File: src/rtl/tx_chunk_pkg.sv
// Shared definitions for the TX chunk arbiter: FSM encoding and chunk-type codes.
package tx_chunk_pkg;

    typedef enum logic [2:0] {
        IDLE         = 3'd0,
        SEND_TYPE    = 3'd1,
        SEND_SIZE    = 3'd2,
        SEND_PAYLOAD = 3'd3,
        ACK          = 3'd4,
        GAP          = 3'd5
    } state_t;

    // Chunk types; only text is defined, all other codes are reserved.
    localparam logic [7:0] CHUNK_TYPE_TEXT = 8'd5;

endpackage

File: src/rtl/rr_priority_picker.sv
// Combinational round-robin picker: scans from last_grant+1 (mod NUM_SOURCES)
// and returns the first requesting source.
module rr_priority_picker #(
    parameter int NUM_SOURCES = 2,
    parameter int GW          = (NUM_SOURCES > 1) ? $clog2(NUM_SOURCES) : 1
) (
    input  logic [NUM_SOURCES-1:0] req,
    input  logic [GW-1:0]          last_grant,
    output logic [GW-1:0]          grant,
    output logic                   any
);

    logic found;

    always_comb begin
        grant = '0;
        found = 1'b0;
        for (int k = 1; k <= NUM_SOURCES; k++) begin
            if (!found && req[(int'(last_grant) + k) % NUM_SOURCES]) begin
                grant = GW'((int'(last_grant) + k) % NUM_SOURCES);
                found = 1'b1;
            end
        end
        any = |req;
    end

endmodule

File: src/rtl/tx_chunk_arbiter.sv
// Serialises chunks (type, size, payload) from several requesters onto a byte
// stream, round-robin between sources, with a one-cycle ack per finished frame.
module tx_chunk_arbiter
    import tx_chunk_pkg::*;
#(
    parameter int NUM_SOURCES   = 2,
    parameter int PAYLOAD_BYTES = 32,
    parameter int SIZE_WIDTH    = 8
) (
    input  logic                                  CLK,
    input  logic                                  reset,
    input  logic [NUM_SOURCES-1:0]                req,
    input  logic [NUM_SOURCES*8-1:0]              req_type,
    input  logic [NUM_SOURCES*SIZE_WIDTH-1:0]     req_size,
    input  logic [NUM_SOURCES*PAYLOAD_BYTES*8-1:0] req_bytes,
    output logic [NUM_SOURCES-1:0]                ack,
    output logic [7:0]                            tx_data,
    output logic                                  tx_valid,
    input  logic                                  tx_ready,
    output logic                                  busy
);

    localparam int GW    = (NUM_SOURCES > 1) ? $clog2(NUM_SOURCES) : 1;
    localparam int IDX_W = $clog2(PAYLOAD_BYTES + 1);

    state_t                     state_q, state_d;
    logic [GW-1:0]              last_grant;
    logic [GW-1:0]              grant;
    logic                       any;
    logic [IDX_W-1:0]           byte_idx;
    logic [7:0]                 type_q;
    logic [IDX_W-1:0]           size_q;
    logic [PAYLOAD_BYTES*8-1:0] payload_q;
    logic                       xfer;
    logic                       last_byte;

    function automatic logic [IDX_W-1:0] clamp_size(input logic [SIZE_WIDTH-1:0] s);
        if (32'(s) > PAYLOAD_BYTES)
            return IDX_W'(PAYLOAD_BYTES);
        else
            return IDX_W'(s);
    endfunction

    rr_priority_picker #(
        .NUM_SOURCES (NUM_SOURCES),
        .GW          (GW)
    ) u_picker (
        .req        (req),
        .last_grant (last_grant),
        .grant      (grant),
        .any        (any)
    );

    assign xfer      = tx_valid && tx_ready;
    assign last_byte = (byte_idx == size_q - IDX_W'(1));

    always_ff @(posedge CLK) begin
        if (reset) begin
            state_q    <= IDLE;
            last_grant <= GW'(NUM_SOURCES - 1);
            byte_idx   <= '0;
        end else begin
            state_q <= state_d;
            if (state_q == IDLE && any)
                last_grant <= grant;
            if (state_q == IDLE)
                byte_idx <= '0;
            else if (state_q == SEND_PAYLOAD && xfer)
                byte_idx <= last_byte ? '0 : byte_idx + IDX_W'(1);
        end
    end

    // Snapshot of the winner; later changes on the request side cannot reach the frame.
    always_ff @(posedge CLK) begin
        if (state_q == IDLE && any) begin
            type_q    <= req_type[int'(grant)*8 +: 8];
            size_q    <= clamp_size(req_size[int'(grant)*SIZE_WIDTH +: SIZE_WIDTH]);
            payload_q <= req_bytes[int'(grant)*PAYLOAD_BYTES*8 +: PAYLOAD_BYTES*8];
        end
    end

    always_comb begin
        state_d  = state_q;
        tx_valid = 1'b0;
        tx_data  = 8'h00;
        case (state_q)
            IDLE: begin
                if (any)
                    state_d = SEND_TYPE;
            end
            SEND_TYPE: begin
                tx_valid = 1'b1;
                tx_data  = type_q;
                if (xfer)
                    state_d = SEND_SIZE;
            end
            SEND_SIZE: begin
                tx_valid = 1'b1;
                tx_data  = 8'(size_q);
                if (xfer)
                    state_d = (size_q != '0) ? SEND_PAYLOAD : ACK;
            end
            SEND_PAYLOAD: begin
                tx_valid = 1'b1;
                tx_data  = payload_q[{byte_idx, 3'b000} +: 8];
                if (xfer && last_byte)
                    state_d = ACK;
            end
            ACK:     state_d = GAP;
            GAP:     state_d = IDLE;
            default: state_d = IDLE;
        endcase
    end

    assign ack  = (state_q == ACK) ? (NUM_SOURCES'(1) << last_grant) : '0;
    assign busy = (state_q != IDLE);

endmodule

File: config.mk
export PLATFORM = sky130hd
export DESIGN_NAME = tx_chunk_arbiter
export DESIGN_NICKNAME = d
export VERILOG_FILES = /design/src/rtl/tx_chunk_pkg.sv /design/src/rtl/rr_priority_picker.sv /design/src/rtl/tx_chunk_arbiter.sv
export SDC_FILE = /design/constraint.sdc
export NUM_CORES = 1
export LEC_CHECK = 0
export ABC_AREA = 1
export BUFFER_PORTS_ARGS = -buffer_cell sky130_fd_sc_hd__buf_2
export CAP_MARGIN = 10
export CORE_AREA = 2 2 221 223
export CTS_CLUSTER_DIAMETER = 80
export DETAILED_ROUTE_END_ITERATION = 10
export DIE_AREA = 0 0 223 225
export PLACE_DENSITY_LB_ADDON = 0.12
export SLEW_MARGIN = 20
export SYNTH_ARGS = -nofsm -noshare
export SYNTH_HDL_FRONTEND = slang
export SYNTH_SLANG_ARGS = --single-unit
File: constraint.sdc
create_clock -name CLK -period 19.6 [get_ports CLK]
set_input_delay 1.96 -clock CLK [delete_from_list [all_inputs] [get_ports CLK]]
set_output_delay 1.96 -clock CLK [all_outputs]
set_load 0.01 [all_outputs]
==> results.py, run 1 <==
metrics = {
    "die": {
        "initial_core_util_pct": 30.98,
        "io_pins": 561,
        "die_width_um": 223,
        "die_height_um": 225,
        "core-area_sq_um": 47550,
        "fp.dieArea_sq_um": 50180,
        "rows": 80,
    },
    "route": {
        "via_count": 13840,
        "wl_met1_um": 22520,
        "post-route-drc-count": 0,
        "drtPass1Iterations": 5,
        "wl_met3_um": 2160,
        "initialDrtViolationCount": 891,
        "antenna_left": 0,
        "drt_wl_total_um": 53440,
        "wl_met2_um": 27150,
        "post_drt_wl_per_cell_um": 18.01,
        "via_per_inst": 4.661,
        "top_layer": "met4",
    },
    "sta": {
        "slew_violations": 0,
        "finalCriticalPeriod_ps": 5420,
        "rsz0062_at_grt": "false",
        "slew_headroom_pct": 25.93,
        "clock_skew_ps": 21.85,
        "fmax_mhz": 184.5,
        "fin_tns_setup_ps": 0,
        "hold_violations": 0,
        "finalCritPeriodShare_pct": 27.65,
        "worst_pin_slew_ps": 1111,
        "setup_viol": 0,
    },
    "clock_network": {
        "cts_max_level": 2,
        "clk_pin_slew_ps": 60,
        "clock_sinks": 280,
        "post_cts_buffers": 0,
        "clockBufferDepth": 3,
        "tritoncts": "done",
        "cts_buffers": 34,
        "cts_hold_buf": 0,
        "cts-root-buf": "clkbuf_16",
        "clock_latency_ps": 540,
        "post_cts_resized": 0,
    },
    "finish": {
        "layout-drive-gt1-share_pct": 26.63,
        "fin_nets": 2879,
        "final_cell_count_no_fill": 2968,
        "syn_to_final_growth_pct": 29.37,
    },
    "hold_path": {
        "whs_endpoint": "byte_idx[5]",
        "hold_path_depth": 2,
        "worstHoldPathType": "flop to flop",
        "hold_start": "byte_idx[5]",
    },
    "worst_setup_path": {
        "reg2reg_from": "state_q[1]",
        "crit_slowest_cell": "buf_4",
        "start_kind": "flop",
        "cp.required_ps": 17640,
        "critPathKind": "flop to output port",
        "r2r_cells": 7,
        "cp.arrival_ps": 3460,
        "reg2reg_slack_ps": 16300,
        "crit_fanout": 67,
        "cp-end-kind": "output port",
        "slowest_delay_ps": 620,
        "cp_cell_sequence": "inv_4 > buf_4 > nor2_1 > o211ai_1 > o211ai_1 > nand2_1 > nand3_1 > nand2_1 > buf_2",
        "r2r-end": "payload_q[85]",
    },
    "global_route": {
        "antenna_found_initial": 2,
        "globalRouteOverflowTotal": 0,
        "grt_max_degree": 197,
        "grt_pass1_wl_um": 77520,
        "grt.total_usage_pct": 20.60,
        "grt_pass1_vias": 13650,
    },
    "synthesis": {
        "netlist_area_sq_um": 14730,
        "ys_seq_area_share_pct": 56.40,
        "yosys_warnings": 0,
        "syn_nets": 2381,
        "ys_seq_elements": 280,
        "syn_avg_cell_area_sq_um": 8.050,
        "syn_inst": 1830,
        "synth_cell_types": 31,
    },
    "place": {
        "gp_congestion": 0.8491,
        "io_buffer_count": 560,
        "place_hpwl_um": 40170,
        "dp.cells": 2907,
    },
    "pwr": {
        "leakagePower_nw": 9.107,
        "ir_drop_mv": 0.1323,
        "power_mw": 2.233,
        "cellPowerDensity_nw_per_um2": 117.2,
    },
    "run": {
        "cap_violations": 0,
    },
    "outcome": {
        "status": "finished clean",
    },
}
state kept, by name (all words and copies together) (netlist names):
signal / count
byte_idx: 6
size_q: 6
type_q: 8
payload_q: 256
state_q: 3
last_grant: 1
through the flow:
stage	setup WS [ps]	hold slack [ps]	instance area [sq um]	utilization, %
CTS	14140	496.9	19050	40.06
global route	13910	521.7	19060	40.08
finish	14180	495.5	19060	40.08
detailed placement	14720	488.6	17960	37.77
floorplan	3607	466.0	14730	-
global placement	14800	483.7	17960	37.77
cell families (layout without fill, tap and decap cells):
family	after synthesis	count (layout)	synth area share, %
XOR/XNOR	5	5	0.2973
other	0	2	0
buffers and inverters	165	686	4.654
AND/OR/NAND/NOR	1146	1146	29.74
adder cells (fa/ha/maj)	2	2	0.1698
multiplexers	2	2	0.1359
flip-flops	280	280	56.40
AO/OA/AOI/OAI	230	230	8.612
cell usage after synthesis:
master	instances	share of area [%]
a21oi_1	23	0.78
a31oi_1	2	0.085
buf_1	2	0.051
buf_2	38	1.3
buf_4	3	0.15
buf_6	1	0.076
clkbuf_1	64	1.6
clkinv_1	1	0.025
dfxtp_1	10	1.4
edfxtp_1	270	55
ha_1	2	0.17
inv_1	55	1.4
inv_2	1	0.025
mux2i_1	2	0.14
nand2_1	899	23
nand3_1	30	1.0
nand3b_1	3	0.15
nand4_1	5	0.21
nor2_1	202	5.1
nor2_2	1	0.042
nor3_1	5	0.17
nor4_2	1	0.085
o211ai_1	33	1.7
o21ai_0	147	5.0
o21ai_1	3	0.10
o21bai_1	1	0.051
o22ai_1	19	0.81
o31ai_1	1	0.051
o41ai_1	1	0.059
xnor2_1	2	0.12
xor2_1	3	0.18
worst max-delay path, delay by kind of cell, from the launching register on:
family / cells / cell delay [ps]
buf+inv: 3 / 1230
compound gates: 2 / 530
simple gates: 4 / 560
flops: 1 / 470
power by group:
| group | total (mW) | internal [mW] | switching (mW) | leakage [nW] |
|---|---|---|---|---|
| Combinational | 0.562 | 0.158 | 0.404 | 5.89 |
| Sequential | 1.05 | 0.961 | 0.0863 | 2.70 |
| Clock | 0.624 | 0.374 | 0.250 | 0.515 |
worst max path at each step:
| stage | from | to | slack [ps] | depth (start not counted) |
|---|---|---|---|---|
| after floorplan | req[0] | payload_q[0] | 3610 | 2 |
| after global placement | req[0] | payload_q[239] | 14800 | 7 |
| after CTS | byte_idx[0] | tx_data[1] | 14140 | 8 |
| final | byte_idx[0] | tx_data[1] | 14180 | 9 |
| after global routing | byte_idx[0] | tx_data[6] | 13910 | 10 |
| after detailed placement | req[0] | payload_q[239] | 14720 | 7 |
final cells by class:
class	instances	area, sq um
Clock inverter	16	205.2
Multi-Input combinational cell	1385	5757
Fill cell	4867	28490
Tap cell	615	769.5
Clock buffer	43	884.6
Antenna cell	2	5.005
Sequential cell	280	8315
Timing Repair Buffer	570	2898
Inverter	57	224.0
layer usage:
| metal | vias to the layer above | GRT usage [%] |
|---|---|---|
| met5 | - | 0 |
| met4 | 0 | 7.383 |
| met3 | 80 | 2.777 |
| met2 | 420 | 37.05 |
| met1 | 6356 | 25.24 |
| li1 | 6979 | - |
cells in the final DEF (no fill, tap or decap), drive strengths merged:
cell      synthesis  layout
nand2           899     899
buf              44     570
edfxtp          270     270
nor2            203     203
o21ai           150     150
inv              56      57
clkbuf           64      43
o211ai           33      33
nand3            30      30
a21oi            23      23
o22ai            19      19
dfxtp            10      10
clkinv            1       8
nor3              5       5
nand4             5       5
bufinv            0       4
clkinvlp          0       4
nand3b            3       3
xor2              3       3
diode             0       2
xnor2             2       2
mux2i             2       2
a31oi             2       2
ha                2       2
o21bai            1       1
o41ai             1       1
nor4              1       1
o31ai             1       1
No activity file was read; power rests on OpenSTA's default activity.
==> run 2, diff against run 1 <==
Settings changed: CORE_AREA 2 2 221 223 to 2 2 220 222, DIE_AREA 0 0 223 225 to 0 0 222 224.
Clock period 19.6 ns to 4.4 ns, I/O delays scaled along.
==> run 2 against run 1 <==
  * Sequential power rose to 4.4 times the previous value
  * Critical path depth shrank 1
  * Register-to-register slack worse by 15000 ps
  * Setup slack got worse by 13000 ps
  * Wire length rose by 0.45%
==> results.py, run 2 (same netlist as run 1, synthesis figures left out) <==
metrics = {
    "outcome": {
        "status": "finished clean",
    },
    "worst_setup_path": {
        "r2r-end": "payload_q[147]",
        "slowest_delay_ps": 610,
        "reg2reg_from": "last_grant",
        "cp.arrival_ps": 3210,
        "startpoint": "byte_idx[1]",
        "crit_top_cell": "nand3_1",
        "cp_cell_sequence": "buf_4 > o21ai_0 > o211ai_1 > nand3_1 > nand4_1 > nand3_1 > nand2_1 > buf_2",
        "reg2reg_slack_ps": 1760,
        "critPathKind": "flop to output port",
        "crit_cells": 8,
        "r2r_cells": 5,
        "cp.required_ps": 3960,
        "cp-end-kind": "output port",
        "crit_slowest_cell": "dfxtp_4",
        "crit_fanout": 61,
        "crit_buf_inv": 2,
        "crit_end": "tx_data[0]",
        "start_kind": "flop",
        "crit_family": "buffers and inverters",
    },
    "place": {
        "gp_congestion": 0.8594,
        "place_area_sq_um": 18010,
        "pre_cts_slack_ps": 1292,
        "place_hpwl_um": 40520,
        "dp.cells": 2909,
        "io_buffer_count": 560,
    },
    "finish": {
        "final_area_sq_um": 19160,
        "layout-drive-gt1-share_pct": 27.02,
        "final_cell_count_no_fill": 2970,
        "finish.utilization_pct": 40.46,
        "final_common_cell": "nand2_1",
        "largest_reg_flops": 256,
        "layout_common_cells": "nand2_1 (898), buf_2 (560), edfxtp_1 (270)",
        "fin_nets": 2882,
        "reg.largest.list": "payload_q (256), type_q (8)",
        "largest_register": "payload_q",
        "syn_to_final_growth_pct": 30.03,
    },
    "pwr": {
        "ir_drop_mv": 0.5183,
        "power_mw": 10.07,
        "leakagePower_nw": 9.166,
        "cellPowerDensity_nw_per_um2": 525.9,
    },
    "route": {
        "drtPass1Iterations": 6,
        "post-route-drc-count": 0,
        "post_drt_wl_per_cell_um": 18.08,
        "via_count": 13850,
        "via_per_inst": 4.662,
        "antenna_left": 0,
        "initialDrtViolationCount": 871,
        "drt_wl_total_um": 53680,
    },
    "clock_network": {
        "cts_max_level": 2,
        "post_cts_resized": 0,
        "clk_pin_slew_ps": 60,
        "clock_latency_ps": 520,
        "post_cts_buffers": 0,
        "tritoncts": "done",
        "cts_hold_buf": 0,
        "clockBufferDepth": 3,
        "clock_sinks": 280,
        "cts-root-buf": "clkbuf_16",
        "cts_buffers": 35,
    },
    "sta": {
        "rsz0062_at_grt": "false",
        "worst_pin_slew_ps": 1085,
        "finalCriticalPeriod_ps": 3652,
        "fmax_mhz": 273.8,
        "slew_violations": 0,
        "setup_viol": 0,
        "clock_skew_ps": 14.20,
        "fin_tns_setup_ps": 0,
        "hold_ws_ps": 168.0,
        "hold_violations": 0,
        "finalCritPeriodShare_pct": 83.00,
        "timing.final.ws_setup_ps": 747.8,
        "slew_headroom_pct": 27.64,
    },
    "die": {
        "initial_core_util_pct": 31.12,
        "core-area_sq_um": 47350,
        "fp.dieArea_sq_um": 49730,
        "io_pins": 561,
        "rows": 80,
        "die_width_um": 222,
        "die_height_um": 224,
    },
    "global_route": {
        "grt_max_degree": 156,
        "antenna_found_initial": 1,
        "grt_pass1_wl_um": 78850,
        "globalRouteOverflowTotal": 0,
        "grt_pass1_vias": 13700,
        "grt.total_usage_pct": 20.87,
    },
    "run": {
        "cap_violations": 0,
    },
    "hold_path": {
        "hold_start": "reset",
        "worstHoldPathType": "primary input to flop",
    },
}
==> run 2: worst min-delay path by stage <==
| stage | endpoint | slack (ps) | cells past startpoint |
|---|---|---|---|
| 2_1_floorplan | byte_idx[5] | 470 | 2 |
| 3_3_place_gp | byte_idx[5] | 480 | 2 |
| 3_5_place_dp | byte_idx[5] | 500 | 2 |
| 4_1_cts | state_q[2] | 130 | 2 |
| 5_1_grt | state_q[2] | 160 | 2 |
| 6_report | state_q[2] | 170 | 2 |
==> run 2: per-layer routing <==
metal	up-vias	global-route usage, %	wire length (um)
met5	-	0	0
met1	6377	25.35	22360
met4	0	5.885	1326
met3	66	4.066	2974
met2	426	37.59	27020
li1	6976	-	-
==> run 2: where the power goes <==
group          switching (mW)  internal, mW
sequential              0.363          4.27
clock                    1.13          1.76
combinational            1.82         0.725
==> run 2: layout make-up <==
cell class / instances / area (sq um)
clock inverters: 19 / 241.5
diodes: 1 / 2.502
fillers: 4941 / 28190
well taps: 615 / 769.5
flip-flops and latches: 280 / 8318
inverters: 57 / 224.0
clock buffers: 41 / 898.4
multi-input cells: 1385 / 5759
repair buffers: 572 / 2943
==> run 2: worst reg2reg max path, cell delays in order, from the launching register on <==
cell	delay (ps)
dfxtp_1	340
nand2_1	90
nand2_4	560
buf_4	870
nand2_1	450
nand2_1	180
==> run 3, diff against run 2 <==
Settings changed: CORE_AREA 2 2 220 222 to 2 2 221 223, DIE_AREA 0 0 222 224 to 0 0 223 225.
Clock period 4.4 ns to 3.7 ns, I/O delays scaled along.
==> run 3 against run 2 <==
  * Power increased by 17%
  * Worst hold slack worse by 130 ps
  * Design area decreased by 0.18%
  * Non-clock buffer count is 6 higher
  * Final cell count is essentially flat
  * Combinational power up 23%
  * Global-route usage is 0.22 points lower
  * First-iteration DRC count is 5.4% lower
  * Largest power group unchanged
  * Highest routed layer is now met5
==> results.py, run 3 (same netlist as run 1, synthesis figures left out) <==
metrics = {
    "sta": {
        "fmax_mhz": 310.4,
        "slew_violations": 0,
        "rsz0062_at_grt": "false",
        "worst_pin_slew_ps": 995.5,
        "slew_headroom_pct": 33.63,
        "clock_skew_ps": 9.301,
        "finalCriticalPeriod_ps": 3221,
        "hold_violations": 0,
        "setup_viol": 0,
        "finalCritPeriodShare_pct": 87.06,
        "fin_tns_setup_ps": 0,
    },
    "place": {
        "dp.cells": 2915,
        "gp_congestion": 0.8211,
        "place_hpwl_um": 40860,
        "io_buffer_count": 560,
        "place_area_sq_um": 18110,
    },
    "finish": {
        "layout-drive-gt1-share_pct": 26.78,
        "layout_common_cells": "nand2_1 (898), buf_2 (560), edfxtp_1 (270)",
        "largest_reg_flops": 256,
        "fin_nets": 2884,
        "reg.largest.list": "payload_q (256), type_q (8)",
        "syn_to_final_growth_pct": 29.80,
        "final_area_sq_um": 19120,
        "finish.utilization_pct": 40.22,
        "final_common_cell": "nand2_1",
        "n_antenna_cell": 0,
        "largest_register": "payload_q",
        "final_cell_count_no_fill": 2971,
    },
    "run": {
        "cap_violations": 0,
    },
    "clock_network": {
        "cts_buffers": 31,
        "cts-root-buf": "clkbuf_16",
        "post_cts_buffers": 0,
        "clockBufferDepth": 3,
        "clock_latency_ps": 580,
        "post_cts_resized": 0,
        "clock_sinks": 280,
        "cts_max_level": 1,
        "cts_hold_buf": 0,
        "tritoncts": "done",
        "clk_pin_slew_ps": 60,
    },
    "global_route": {
        "grt_max_degree": 155,
        "globalRouteOverflowTotal": 0,
        "antenna_found_initial": 2,
        "grt_pass1_wl_um": 78730,
        "grt_pass1_vias": 13660,
        "grt.total_usage_pct": 20.66,
    },
    "worst_setup_path": {
        "critPathKind": "flop to output port",
        "r2r_cells": 6,
        "r2r-end": "payload_q[200]",
        "crit_end": "tx_data[4]",
        "cp.required_ps": 3330,
        "cp.arrival_ps": 2850,
        "reg2reg_from": "state_q[0]",
        "crit_fanout": 139,
        "cp-end-kind": "output port",
        "start_kind": "flop",
        "startpoint": "byte_idx[0]",
        "reg2reg_slack_ps": 1580,
    },
    "pwr": {
        "power_mw": 11.76,
        "ir_drop_mv": 0.3639,
        "cellPowerDensity_nw_per_um2": 614.8,
        "leakagePower_nw": 9.152,
    },
    "die": {
        "io_pins": 561,
        "core-area_sq_um": 47550,
        "rows": 80,
        "die_height_um": 225,
        "die_width_um": 223,
        "fp.dieArea_sq_um": 50180,
        "initial_core_util_pct": 30.98,
    },
    "route": {
        "antenna_left": 0,
        "via_per_inst": 4.659,
        "drtPass1Iterations": 5,
        "post-route-drc-count": 0,
        "post_drt_wl_per_cell_um": 17.99,
        "initialDrtViolationCount": 824,
        "via_count": 13840,
        "drt_wl_total_um": 53460,
    },
    "outcome": {
        "status": "finished clean",
    },
    "hold_path": {
        "worstHoldPathType": "primary input to flop",
        "hold_start": "reset",
    },
}
## run 3: area by class of cell
cell class / count / area, sq um
timing repair buffer: 578 / 3042
multi-input combinational: 1385 / 5759
fill: 4881 / 28420
clock buffer: 36 / 794.5
inverter: 57 / 224.0
clock inverter: 20 / 215.2
tap: 615 / 769.5
sequential: 280 / 8318
## run 3: how the worst min path moves through the flow
stage	endpoint	slack (ps)	depth (start not counted)
after global placement	byte_idx[5]	490	2
after CTS	state_q[2]	4	2
after global routing	state_q[2]	30	2
final	state_q[2]	30	2
after floorplan	state_q[2]	450	1
after detailed placement	byte_idx[5]	480	2
## run 3: critical path: stages, from the launching register on
cell and delay (ps):
dfxtp_4 370, buf_12 450, o21ai_0 180, o211ai_1 510, nand3_1 180, nand4_1 110, nand3_1 120, nand2_1 120
buf_2 150
## run 3: per-layer routing
layer	GRT usage, %	wire, um	up-vias
li1	-	-	6990
met1	26.51	22930	6365
met2	36.34	26410	418
met3	3.286	2798	68
met4	5.196	1303	2
met5	0	18	-
## run 3: metrics by stage
step | setup WS [ps] | hold WS, ps
floorplan | -1859 | 449.3
global placement | 1137 | 485.8
detailed placement | 1134 | 482.6
CTS | 508.4 | 4.293
global route | 292.3 | 25.84
finish | 478.6 | 33.09
## run 3: where the power goes
| group | switching, mW | leakage (nW) | internal, mW |
|---|---|---|---|
| combinational | 2.19 | 5.95 | 0.927 |
| sequential | 0.465 | 2.71 | 5.06 |
| clock | 1.25 | 0.492 | 1.86 |
| total | 3.90 | 9.15 | 7.85 |
